==> config.mk <==
export PLATFORM = sky130hd
export DESIGN_NAME = encode_n_seq
export DESIGN_NICKNAME = d
export VERILOG_FILES = /design/src/rtl/encode_n_seq.sv
export SDC_FILE = /design/constraint.sdc
export NUM_CORES = 1
export LEC_CHECK = 0
export BUFFER_PORTS_ARGS = -buffer_cell sky130_fd_sc_hd__buf_2
export CAP_MARGIN = 0
export CORE_MARGIN = 2
export CORE_UTILIZATION = 50
export CTS_CLUSTER_DIAMETER = 50
export DETAILED_ROUTE_END_ITERATION = 10
export PLACE_DENSITY = 0.8
export SLEW_MARGIN = 20
export SYNTH_ARGS = -nofsm -noshare
export SYNTH_HDL_FRONTEND = slang
export SYNTH_SLANG_ARGS = --single-unit
==> constraint.sdc <==
create_clock -name clk -period 10.5 [get_ports clk]
set_input_delay 2.1 -clock clk [delete_from_list [all_inputs] [get_ports clk]]
set_output_delay 2.1 -clock clk [all_outputs]
set_load 0.01 [all_outputs]
==> src/rtl/encode_n_seq.sv <==
// Sequential multi-hot encoder: accepts an M-bit request vector and emits the index of
// each set bit, one per output handshake. Define ENCODE_MSB_FIRST_EN to scan highest bit first.
module encode_n_seq #(
  parameter int N = 4,
  parameter int M = 1 << N
) (
  input  logic         clk,
  input  logic         rst_n,
  input  logic         in_valid,
  output logic         in_ready,
  input  logic [M-1:0] in,
  output logic         out_valid,
  input  logic         out_ready,
  output logic [N-1:0] y,
  output logic         out_last,
  output logic [N:0]   out_rem,
  output logic         zero_in
);

  typedef enum logic {IDLE = 1'b0, BUSY = 1'b1} state_t;

  localparam logic [N:0] REM_ONE = (N+1)'(1);

  state_t       state_reg, state_next;
  logic [M-1:0] pend_reg, pend_next;
  logic [N:0]   rem_reg, rem_next;
  logic         zero_reg, zero_next;

  logic [M-1:0] scan_vec;
  logic [M-1:0] clr_mask;
  logic [N-1:0] scan_idx;
  logic [N-1:0] y_raw;
  logic [N:0]   pop_cnt;
  logic         busy;

  // The MSB-first build simply mirrors the pending vector so one lowest-bit finder serves both.
  generate
    for (genvar gi = 0; gi < M; gi++) begin : g_scan
`ifdef ENCODE_MSB_FIRST_EN
      assign scan_vec[gi] = pend_reg[M-1-gi];
`else
      assign scan_vec[gi] = pend_reg[gi];
`endif
    end
  endgenerate

  always_comb begin
    scan_idx = '0;
    for (int i = M - 1; i >= 0; i--) begin
      if (scan_vec[i]) scan_idx = N'(i);
    end
  end

`ifdef ENCODE_MSB_FIRST_EN
  assign y_raw = ~scan_idx;
`else
  assign y_raw = scan_idx;
`endif

  generate
    for (genvar gi = 0; gi < M; gi++) begin : g_clr
      assign clr_mask[gi] = (y_raw == N'(gi));
    end
  endgenerate

  always_comb begin
    pop_cnt = '0;
    for (int i = 0; i < M; i++) begin
      pop_cnt = pop_cnt + {{N{1'b0}}, in[i]};
    end
  end

  assign busy      = (state_reg == BUSY);
  assign in_ready  = rst_n && (state_reg == IDLE);
  assign out_valid = busy;
  assign y         = busy ? y_raw : '0;
  assign out_last  = busy && (rem_reg == REM_ONE);
  assign out_rem   = busy ? rem_reg : '0;
  assign zero_in   = zero_reg;

  always_comb begin
    state_next = state_reg;
    pend_next  = pend_reg;
    rem_next   = rem_reg;
    zero_next  = 1'b0;
    case (state_reg)
      IDLE: begin
        if (in_valid && in_ready) begin
          if (in == '0) begin
            zero_next = 1'b1;
          end else begin
            pend_next  = in;
            rem_next   = pop_cnt;
            state_next = BUSY;
          end
        end
      end
      BUSY: begin
        if (out_ready) begin
          pend_next = pend_reg & ~clr_mask;
          rem_next  = rem_reg - REM_ONE;
          if (rem_reg == REM_ONE) state_next = IDLE;
        end
      end
      default: state_next = IDLE;
    endcase
  end

  always_ff @(posedge clk) begin
    if (!rst_n) begin
      state_reg <= IDLE;
      pend_reg  <= '0;
      rem_reg   <= '0;
      zero_reg  <= 1'b0;
    end else begin
      state_reg <= state_next;
      pend_reg  <= pend_next;
      rem_reg   <= rem_next;
      zero_reg  <= zero_next;
    end
  end

endmodule

==> run_summary.xml <==
<?xml version="1.0" encoding="UTF-8"?>
<metrics>
  <group name="status">
    <metric name="run_status" unit="">finished clean</metric>
  </group>
  <group name="sta">
    <metric name="final_layout_worst_hold_slack" unit="ns">0.500</metric>
    <metric name="setup-tns-final" unit="ns">0</metric>
    <metric name="grt_setup_unrepaired" unit="">no</metric>
    <metric name="slew_headroom" unit="">0.422</metric>
    <metric name="fin_crit_sh" unit="">0.506</metric>
    <metric name="period_needed" unit="ns">5.31</metric>
    <metric name="pins_over_slew_limit" unit="">0</metric>
    <metric name="hold_viol_final" unit="">0</metric>
    <metric name="max_clock_freq" unit="MHz">188</metric>
    <metric name="setup_viol" unit="">0</metric>
    <metric name="worst_clock_skew" unit="ns">0.00946</metric>
    <metric name="tightest_slew" unit="ns">0.866</metric>
  </group>
  <group name="worst_setup_path">
    <metric name="required" unit="ns">10.62</metric>
    <metric name="start_kind" unit="">input pin</metric>
    <metric name="cp_max_fo" unit="">3</metric>
    <metric name="critical_path_class" unit="">input pin to flop</metric>
    <metric name="timing.critical_path.cells" unit="">buf_2, fa_1, inv_1, fa_1, fa_1, fa_1, inv_1, ha_1, fa_1, a21oi_1, nor3b_1, a31oi_1, o32ai_1</metric>
    <metric name="cpMostUsedCell" unit="">sky130_fd_sc_hd__fa_1</metric>
    <metric name="critical-path-max-stage-delay" unit="ns">0.52</metric>
    <metric name="timing.critical_path.to_type" unit="">flop</metric>
    <metric name="timing.critical_path.slowest_stage_cell" unit="">sky130_fd_sc_hd__fa_1</metric>
    <metric name="crit_arrival" unit="ns">5.43</metric>
  </group>
  <group name="synth">
    <metric name="synth-async-reset-ratio" unit="">0</metric>
    <metric name="post_synthesis_sequential_area_ratio" unit="">0.245</metric>
    <metric name="syn-instance-count" unit="">236</metric>
    <metric name="post-synth-top-area-fraction" unit="">0.245</metric>
    <metric name="synth_area" unit="µm²">1880</metric>
    <metric name="synth.top_cells.by_count" unit="">27 x sky130_fd_sc_hd__inv_1, 23 x sky130_fd_sc_hd__dfxtp_1, 21 x sky130_fd_sc_hd__a21oi_1</metric>
    <metric name="synth_area_leader_cell" unit="">sky130_fd_sc_hd__dfxtp_1</metric>
    <metric name="synthesis.yosys.warnings" unit="">0</metric>
    <metric name="synth_register_bits" unit="">23</metric>
    <metric name="yosys.cell_types.count" unit="">48</metric>
    <metric name="post_synth.cell_area_avg" unit="µm²">7.97</metric>
    <metric name="ys.flop_type" unit="">sky130_fd_sc_hd__dfxtp_1</metric>
    <metric name="post_synth_main_area_contributors" unit="">sky130_fd_sc_hd__dfxtp_1 24%, sky130_fd_sc_hd__fa_1 11%, sky130_fd_sc_hd__a21oi_1 5.6%</metric>
    <metric name="synthMostInstantiatedCell" unit="">sky130_fd_sc_hd__inv_1</metric>
    <metric name="synth-edff-count" unit="">0</metric>
    <metric name="synth_nets" unit="">274</metric>
  </group>
  <group name="finish">
    <metric name="num-nets-final" unit="">302</metric>
    <metric name="final_cells" unit="">311</metric>
    <metric name="area_delta_synth_final" unit="%">11.8</metric>
    <metric name="largest_register_ff_count" unit="">16</metric>
    <metric name="post_route_cells_drive_above_1_share" unit="">0.156</metric>
    <metric name="antenna_cells_inserted" unit="">0</metric>
  </group>
  <group name="detailed_routing">
    <metric name="topRoutingLayerUsed" unit="">met4</metric>
    <metric name="first_pass_iters" unit="">4</metric>
    <metric name="wl_met2" unit="µm">2370</metric>
    <metric name="drt_iter0_drc" unit="">146</metric>
    <metric name="detail_route.drc_violations" unit="">0</metric>
    <metric name="routed_wirelength" unit="µm">5170</metric>
    <metric name="wl_met3" unit="µm">324</metric>
    <metric name="vias" unit="">1884</metric>
    <metric name="detail_route.wirelength.met1" unit="µm">2290</metric>
    <metric name="drt-wirelength-per-cell" unit="µm">16.6</metric>
    <metric name="antenna_nets_post_route" unit="">0</metric>
    <metric name="per_cell_via_count_in_the_routed_design" unit="">6.06</metric>
  </group>
  <group name="grt">
    <metric name="grt_remaining_overflow" unit="">0</metric>
    <metric name="grt_start_max_net_pins" unit="">24</metric>
    <metric name="grt_use_total" unit="">0.259</metric>
    <metric name="global_route_wire_length_before_repair" unit="µm">8630</metric>
    <metric name="first_global_vias" unit="">1801</metric>
    <metric name="antenna_found_initial" unit="">0</metric>
  </group>
  <group name="placement">
    <metric name="portBuffers" unit="">32</metric>
    <metric name="detailedPlacementHpwl" unit="µm">3920</metric>
    <metric name="placed_insts" unit="">307</metric>
    <metric name="gp_weighted_congestion" unit="">0.914</metric>
  </group>
  <group name="clock_tree">
    <metric name="postCtsSetupBuffers" unit="">0</metric>
    <metric name="post_cts_hold_buffer_count" unit="">0</metric>
    <metric name="cts.htree.levels" unit="">1</metric>
    <metric name="cts-buffers-inserted" unit="">3</metric>
    <metric name="clk_latency" unit="ns">0.27</metric>
    <metric name="post_cts_resize_count" unit="">0</metric>
    <metric name="cts-root-buf" unit="">sky130_fd_sc_hd__clkbuf_8</metric>
    <metric name="cts.sinks" unit="">23</metric>
    <metric name="clock_transition_at_the_register_clock_pins_on_the_worst_setup_and_hold_paths_after_cts" unit="ns">0.07</metric>
    <metric name="cts_tree" unit="">done</metric>
    <metric name="ctsLongestPathBuffers" unit="">2</metric>
  </group>
  <group name="floorplanning">
    <metric name="design.die.area" unit="µm²">4270</metric>
    <metric name="pin_count" unit="">33</metric>
    <metric name="die_width" unit="µm">65.3</metric>
    <metric name="num_rows" unit="">22</metric>
    <metric name="core-area" unit="µm²">3630</metric>
    <metric name="initial_core_util" unit="">0.518</metric>
    <metric name="floorplan.die.height" unit="µm">65.3</metric>
  </group>
  <group name="power">
    <metric name="p_leak" unit="nW">0.920</metric>
    <metric name="p_per_area" unit="nW/µm²">151</metric>
    <metric name="vdd.ir_drop.worst" unit="mV">0.107</metric>
    <metric name="p_total" unit="mW">0.318</metric>
  </group>
  <group name="job">
    <metric name="max_cap_viol" unit="">0</metric>
  </group>
  <group name="hold_path">
    <metric name="holdCritPathClass" unit="">flop to flop</metric>
  </group>
</metrics>
[power breakdown]
part,internal (mW),total (mW),switching [mW]
logic,0.0661,0.154,0.0875
registers,0.0958,0.109,0.0132
clock network,0.0271,0.0556,0.0285
total,0.189,0.318,0.129
[final timing paths]
kind,startpoint,cells past startpoint,slack [ns],to
max,in[0],13,5.19,rem_reg[4]
min reg2reg,rem_reg[4],2,0.50,rem_reg[4]
min,rem_reg[4],2,0.50,rem_reg[4]
max reg2reg,out_valid,5,7.80,pend_reg[4]
[cell type report]
class	instances	area (µm²)
timing repair buffer	32	160
fill	355	1530
multi-input combinational	176	1270
sequential	23	460
tap	48	60.1
clock buffer	4	45.0
inverter	28	105
[metrics by stage]
step	worst slack [ns]	cell area, µm²	util
2_1_floorplan	5.25	1880	-
3_3_place_gp	5.01	2060	0.566
3_5_place_dp	4.91	2060	0.566
4_1_cts	5.20	2100	0.579
5_1_grt	5.06	2100	0.579
6_report	5.19	2100	0.579
[metal layers]
metal	vias up	GRT usage
li1	908	-
met2	79	0.411
met4	0	0.122
met1	879	0.343
met5	-	0
met3	18	0.0428
[cells in the final DEF (no fill, tap or decap), types with 6 or more instances in the layout]
master	count
sky130_fd_sc_hd__buf_2	32
sky130_fd_sc_hd__a21oi_1	21
sky130_fd_sc_hd__nor2_1	15
sky130_fd_sc_hd__nand3_1	6
sky130_fd_sc_hd__inv_1	27
sky130_fd_sc_hd__ha_1	8
sky130_fd_sc_hd__fa_1	10
sky130_fd_sc_hd__nand2_1	20
sky130_fd_sc_hd__and3_1	7
sky130_fd_sc_hd__dfxtp_1	23
sky130_fd_sc_hd__a31oi_1	8
sky130_fd_sc_hd__nor4_1	6
[critical path: cells and delay by family]
kind | cells | cell delay (ns)
adders and majority gates | 6 | 2.58
buffers and inverters | 3 | 0.22
AOI/OAI and AO/OA | 3 | 0.45
and+or+nand+nor | 1 | 0.07
[cells by family (layout without fill, tap and decap cells)]
group / count (synthesis) / after routing / synth area share
XOR/XNOR: 2 / 2 / 0.00932
adder cells (fa/ha/maj): 18 / 18 / 0.160
flip-flops: 23 / 23 / 0.245
multiplexers: 2 / 2 / 0.0133
AO/OA/AOI/OAI: 73 / 73 / 0.258
AND/OR/NAND/NOR: 81 / 81 / 0.236
buffers and inverters: 37 / 64 / 0.0792
(Power assumes the default switching activity.)
